`config.mk`:
```
export PLATFORM = sky130hd
export DESIGN_NAME = n2t_mux16
export DESIGN_NICKNAME = d
export VERILOG_FILES = /design/src/rtl/n2t_pkg.sv /design/src/rtl/n2t_mux_bit.sv /design/src/rtl/n2t_mux16.sv
export SDC_FILE = /design/constraint.sdc
export NUM_CORES = 1
export LEC_CHECK = 0
export CAP_MARGIN = 30
export CORE_MARGIN = 2
export CORE_UTILIZATION = 35
export CTS_CLUSTER_DIAMETER = 40
export DETAILED_ROUTE_END_ITERATION = 8
export PLACE_DENSITY_LB_ADDON = 0.12
export SETUP_SLACK_MARGIN = 0.1
export SLEW_MARGIN = 20
export SYNTH_ARGS = -nofsm -noshare
export SYNTH_HDL_FRONTEND = slang
export SYNTH_SLANG_ARGS = --single-unit
```
`constraint.sdc`:
```
create_clock -name clk -period 2.61 [get_ports clk]
set_input_delay 0.522 -clock clk [delete_from_list [all_inputs] [get_ports clk]]
set_output_delay 0.522 -clock clk [all_outputs]
set_load 0.01 [all_outputs]
```
`src/rtl/n2t_pkg.sv`:
```
// n2t_pkg: shared word width and word type for the Hack-style datapath
package n2t_pkg;
    localparam int N2T_WORD_W = 16;
    typedef logic [N2T_WORD_W-1:0] n2t_word_t;
endpackage

```
`src/rtl/n2t_mux_bit.sv`:
```
// n2t_mux_bit: one-bit two-input mux built from nand gates
module n2t_mux_bit (
    input  logic a,
    input  logic b,
    input  logic sel,
    output logic out
);
    logic sel_n, a_t, b_t, ab_t;
    nand g_inv (sel_n, sel, sel);
    nand g_a   (a_t, a, sel_n);
    nand g_b   (b_t, b, sel);
    // consensus term keeps out resolved when sel is unknown but a == b
    nand g_ab  (ab_t, a, b);
    nand g_or  (out, a_t, b_t, ab_t);
endmodule

```
`src/rtl/n2t_mux16.sv`:
```
// n2t_mux16: word-wide gate-level mux with a registered copy of the selected word
module n2t_mux16
    import n2t_pkg::*;
#(
    parameter int WIDTH = N2T_WORD_W
) (
    input  logic             clk,
    input  logic             reset,
    input  logic [WIDTH-1:0] a,
    input  logic [WIDTH-1:0] b,
    input  logic             sel,
    output logic [WIDTH-1:0] out,
    output logic [WIDTH-1:0] out_q
);
    logic [WIDTH-1:0] out_d;
    for (genvar i = 0; i < WIDTH; i++) begin : g_bit
        n2t_mux_bit u_bit (
            .a   (a[i]),
            .b   (b[i]),
            .sel (sel),
            .out (out[i])
        );
    end
    always_comb out_d = reset ? '0 : out;
    always_ff @(posedge clk) out_q <= out_d;
endmodule

```
======== Word-level counts from Yosys, hierarchy flattened ========
Cells that the tools add are included.
word-level totals
  bits in registers ....................... 16
  input bits .............................. 35
  output and inout port bits .............. 32
  word-level logic and storage cells ...... 130
operators by class
  bitwise operators ....................... 113
  reduce and logical (&&, ||, !) cells .... 16
operators with widths
  cell                 number
  NOT 1 bit            65
  AND 1 bit            48
  AND reduction 3 bit  16

======== Depth between registers and ports, before layout ========
Gate-level depths: netlist (run 1).
  depth after elaboration ................. 5
  mapped depth ............................ 4

======== Cells and area by module ========
A second synthesis (run 1) with hierarchy kept.
unflattened totals
  cell total of the unflattened synthesis .. 49
  area, all modules ....................... 704.4 sq um
by module, submodules not included
  module       times used  cells an instance  area each (sq um)  seq. area each (sq um)
  n2t_mux16    1           33                 464.2              320.3
  n2t_mux_bit  16          1                  15.0               0.0

======== Worst setup path before layout (run 1) ========
Ideal clock, no wire load.
  kind .................................... in2out
  start ................................... in sel
  end ..................................... out out[0]
  arrival ................................. 1210 ps
  data required time ...................... 2088 ps
  path slack .............................. 878 ps
  cell stages on the path ................. 4
  path buffers ............................ 3
  path through ............................ buf_6 -> buf_12 -> mux2_4 -> buf_4
between the ends
  cells in the longest elaborated chain, start to end .. 5
  elaborated cells between the ends (all ways) .. 7
  classes of those cells .................. bitwise: 6; reduce/logical: 1
RTL lines
  element                  line               RTL
  from (decl)              n2t_mux16.sv:11    input logic sel,
  NOT 1 bit                n2t_mux_bit.sv:9   nand g_inv (sel_n, sel, sel);
  AND 1 bit                n2t_mux_bit.sv:10  nand g_a (a_t, a, sel_n);
  NOT 1 bit                n2t_mux_bit.sv:10
  AND reduction 3 bit (*)  n2t_mux_bit.sv:14  nand g_or (out, a_t, b_t, ab_t);
  NOT 1 bit (*)            n2t_mux_bit.sv:14
  to (decl)                n2t_mux16.sv:12    output logic [WIDTH-1:0] out,
Every way passes the cells marked *; elsewhere a longest branch is shown, timed or not.

======== Final worst setup path (run 1) ========
  start ................................... in sel
  end ..................................... out out[8]
Same word-level chain as after synthesis.

==> flow_metrics.tcl, run 1 <==
set metrics [dict create \
    final_area_sq_um 1510 \
    coreArea_sq_um 2410 \
    drt_iter0_markers 7 \
    vias 617 \
    cp_max_fo 8 \
    fmax_mhz 414 \
    die_h_microns 53.9 \
    cp_slowest_cell "clkdlybuf4s50_1" \
    cts_tree "built" \
    grt_pass1_vias 595 \
    cts_buffers 3 \
    synth_nets 102 \
    routed_wirelength_microns 1720 \
    finalCriticalPeriod_ns 2.42 \
    top_regs "out_q: 16 flops" \
    n_antenna_cell 0 \
    end_kind "output port" \
    placed_area_sq_um 1440 \
    syn-instance-count 67 \
    grt_setup_unrepaired "false" \
    setup_tns_ns 0 \
    num_rows 18 \
    final_nets 157 \
    io_pins 67 \
    clockPowerShare 0.249 \
    max-slew-margin-rel 0.773 \
    antenna_found_initial 0 \
    die_area_sq_um 2910 \
    clock-sinks 16 \
    clockBufferDepth 2 \
    path_cells "dlygate4sd2_1, bufbuf_16, mux2_4, clkdlybuf4s50_1" \
    grt_max_degree 17 \
    p_leak_nw 0.635 \
    max_stage_delay_ns 0.49 \
    io_buffer_count 66 \
    crit_type "input pin to output port" \
    synth_top_cell_area_share 0.367 \
    power.internal_w 0.000500 \
    hpwl_microns 1340 \
    power_density_nw_per_um2 426 \
    netlist_area_sq_um 872 \
    gp_congestion 0.624 \
    cts-root-buf "clkbuf_4" \
    fin_cells 151 \
    yosys.area.top_type "dfxtp_1" \
    maxCapViolations 0 \
    wl_per_cell_microns 11.4 \
    final_antenna_net_count 0 \
    cts.clk_slew.worst_paths_ns 0.10 \
    synth.top_cells.by_area "dfxtp_1, mux2_4, nor2b_4, buf_4, mux2_2" \
    dp.cells 146 \
    htree_levels 1 \
    status "finished clean" \
    synth_most_common_cell "buf_4" \
    first_pass_iters 2 \
    area_delta_synth_final_pct 72.7 \
    ys_warn_count 0 \
    via_per_inst 4.09 \
    hold_path.class "input pin to flip-flop" \
    grtUsageTotal 0.120 \
    peakVddDrop_uv 257 \
    startpoint_type "input pin" \
    drc_errors 0 \
    pwr-share-comb 0.340 \
    ys_seq_area_frac 0.367 \
    postSynthAreaPerCell_sq_um 13.0 \
    largest_register "out_q" \
    ys_ff_latch 16 \
    synth-main-ff-cell "dfxtp_1" \
    finalMaxSlewViolations 0 \
    p_seq_frac 0.411 \
    synth_commonest_cells "buf_4, dfxtp_1, mux2_4, nor2b_4" \
    fin_crit_sh 0.926 \
    drive_gt1_frac 0.273 \
    crit_required_ns 2.09 \
    largest_register_ffs 16 \
    fp.dieW_microns 53.9 \
    worstMarginPinSlew_ns 0.341 \
    synth_edf_count 0 \
    grt_first_pass_wirelength_microns 2470 \
    ys_types 8 \
    hold_violations 0 \
    grt_overflow_total 0 \
    p_switching_w 0.000143 \
    p_sw_frac 0.222 \
    hold_buffers 0 \
    synth-async-reset-ratio 0 \
    worst_ep_arrival_time_ns 1.89 \
    finalSetupViolations 0 \
    floorplan.initialDensity 0.362 \
]
==> kinds of logic after synthesis <==
family | after synthesis | synth area share
buf+inv | 19 | 0.182
flops | 16 | 0.367
mux | 16 | 0.250
simple gates | 16 | 0.201
==> power groups by stage <==
stage	clock [W]	sequential, W	combinational, W
floorplan	0	0.000279	0.000106
global placement	0	0.000269	0.000212
detailed placement	0	0.000270	0.000215
CTS	0.000169	0.000264	0.000222
global route	0.000181	0.000266	0.000232
finish	0.000160	0.000264	0.000218
==> stage by stage <==
stage | power, W | setup WS (ns) | utilization | hold slack [ns]
2_1_floorplan | 0.000385 | 0.878 | - | 0.586
3_3_place_gp | 0.000482 | 0.0431 | 0.597 | 1.26
3_5_place_dp | 0.000485 | 0.0402 | 0.597 | 1.26
4_1_cts | 0.000654 | 0.175 | 0.625 | 0.967
5_1_grt | 0.000679 | 0.133 | 0.625 | 0.966
6_report | 0.000642 | 0.194 | 0.625 | 0.967
==> cell type report <==
class                      instances  area, sq um
tap                               30         37.5
multi-input combinational         32          393
sequential                        16          320
clock buffer                       4         36.3
timing repair buffer              69          719
fill                             207          903
==> metal layers <==
layer | part of all wire | vias to the layer above | track usage
li1 | - | 308 | -
met1 | 0.35 | 274 | 0.130
met2 | 0.55 | 33 | 0.222
met3 | 0.094 | 2 | 0.0278
met4 | 0.011 | 0 | 0.0513
met5 | 0 | - | 0
==> critical path: cells and delay by family <==
| family | cells | cell delay [ns] |
|---|---|---|
| buffers and inverters | 3 | 1.08 |
| muxes | 1 | 0.30 |
==> layout by cell type, fill, tap and decap left out <==
cell             count
clkbuf_8             1
nor2b_4             10
clkdlybuf4s50_1     65
mux2_4              10
dfxtp_1             16
bufbuf_16            1
dlygate4sd2_1        1
clkbuf_4             3
buf_12               1
buf_4                1
mux2_2               6
nor2b_1              6
==> worst paths after layout <==
path,from,endpoint,cells after the start
worst min-delay path,sel,out_q[4],4
worst max-delay path,sel,out[8],4
==> repair_timing <==
action                                  in CTS  in global routing
setup buffers                                0                  0
gates resized for setup                      1                  0
endpoints found under the setup margin      16                  0
Power figures use the tool's default switching activity.
==> inputs of run 2 (changes only) <==
==> constraint.sdc (replaced) <==
create_clock -name clk -period 2.61 [get_ports clk]
set_input_delay 0.522 -clock clk [delete_from_list [all_inputs] [get_ports clk]]
set_output_delay 0.522 -clock clk [all_outputs]
set_load 0.005 [all_outputs]
==> run 2 against run 1 <==
Compared with the run above:
- combinational power is 7% lower
- power is 1.6% lower
- die area stayed put
- critical path type unchanged
- largest power group unchanged
==> flow_metrics.tcl, run 2 (synthesis results as in run 1) <==
set metrics [dict create \
    drt_iter0_markers 5 \
    cts_resized 1 \
    drive_gt1_frac 0.273 \
    end_kind "output port" \
    final_cell_mix "clkdlybuf4s50_1, dfxtp_1, mux2_4, nor2b_4" \
    finalSetupViolations 0 \
    io_pins 67 \
    final_nets 157 \
    wl_per_cell_microns 11.3 \
    final_area_sq_um 1510 \
    fin_crit_sh 0.913 \
    holdWs_ns 0.961 \
    power_density_nw_per_um2 419 \
    fillers 209 \
    hold_violations 0 \
    hold_path.class "input pin to flip-flop" \
    htree_levels 1 \
    worstMarginPinSlew_ns 0.337 \
    use_met3 0.0250 \
    routed_wirelength_microns 1710 \
    area_delta_synth_final_pct 72.7 \
    coreArea_sq_um 2410 \
    crit_required_ns 2.09 \
    maxCapViolations 0 \
    die_area_sq_um 2910 \
    io_buffer_count 66 \
    fmax_mhz 420 \
    hp-start "sel" \
    gr-usage-met1 0.124 \
    gr-usage-met2 0.207 \
    grt_setup_unrepaired "false" \
    grt_max_degree 17 \
    hold_path_depth 4 \
    peakVddDrop_uv 236 \
    die_h_microns 53.9 \
    cp_max_fo 8 \
    first_pass_iters 2 \
    cts.clk_slew.worst_paths_ns 0.10 \
    grt.busiest_layer "met2" \
    grt_overflow_total 0 \
    post-cts-setup-buffer-count 0 \
    via_per_inst 4.09 \
    vias 617 \
    antenna_found_initial 0 \
    placed_area_sq_um 1440 \
    num_rows 18 \
    floorplan.initialDensity 0.362 \
    setup_tns_ns 0 \
    crit_type "input pin to output port" \
    final_common_cell "clkdlybuf4s50_1" \
    top_regs "out_q: 16 flops" \
    cts-root-buf "clkbuf_4" \
    clock-sinks 16 \
    finalMaxSlewViolations 0 \
    hpwl_microns 1340 \
    grt_pass1_vias 567 \
    cts_tree "built" \
    worst_ep_arrival_time_ns 1.86 \
    largest_register "out_q" \
    p_leak_nw 0.635 \
    status "finished clean" \
    gp_congestion 0.623 \
    n_antenna_cell 0 \
    hold_buffers 0 \
    grtUsageTotal 0.115 \
    cts_buffers 3 \
    drc_errors 0 \
    startpoint_type "input pin" \
    final_antenna_net_count 0 \
    largest_register_ffs 16 \
    max-slew-margin-rel 0.776 \
    grt_first_pass_wirelength_microns 2330 \
    clockBufferDepth 2 \
    holdPathEnd "out_q[3]" \
    finalCriticalPeriod_ns 2.38 \
    fp.dieW_microns 53.9 \
]
run 2: area by class of cell:
type	count	area [sq um]	area share
clock buffers	4	36.3	0.0241
multi-input cells	32	393	0.261
well taps	30	37.5	0.0249
flip-flops and latches	16	320	0.213
repair buffers	69	719	0.478
run 2: where the power goes:
part | internal [W] | switching, W
clock | 0.0000848 | 0.0000797
combinational | 0.000154 | 0.0000497
sequential | 0.000260 | 0.00000363
total | 0.000499 | 0.000133
run 2: worst max-delay path by stage:
stage	from	end	slack, ns
after floorplan	sel	out[0]	0.89
after global placement	sel	out[3]	0.08
after detailed placement	sel	out[1]	0.07
after CTS	sel	out[11]	0.20
after global routing	sel	out[11]	0.17
final	sel	out[8]	0.23
run 2: worst max-delay path: stages:
cell,delay (ns)
dlygate4sd2_1,0.28
bufbuf_16,0.31
mux2_4,0.31
clkdlybuf4s50_1,0.45
run 2: stage by stage:
| stage | setup slack [ns] | cells | util | total power, W |
|---|---|---|---|---|
| after floorplan | 0.887 | 67 | - | 0.000370 |
| after detailed placement | 0.0665 | 146 | 0.597 | 0.000470 |
| after CTS | 0.200 | 151 | 0.625 | 0.000643 |
| final | 0.227 | 151 | 0.625 | 0.000632 |
| after global routing | 0.173 | 151 | 0.625 | 0.000667 |
| after global placement | 0.0752 | 146 | 0.597 | 0.000468 |
run 2: layer usage:
metal	part of all wire	up-vias	routed length (microns)
met1	0.35	276	602
met3	0.092	2	157
met2	0.54	33	930
met4	0.011	0	19
li1	-	306	-
met5	0	-	0
==> inputs of run 3 (changes only) <==
- SKIP_LAST_GASP: unset -> 1
==> results of run 3 <==
Final layout, timing and power as in run 2 (identical DEF).
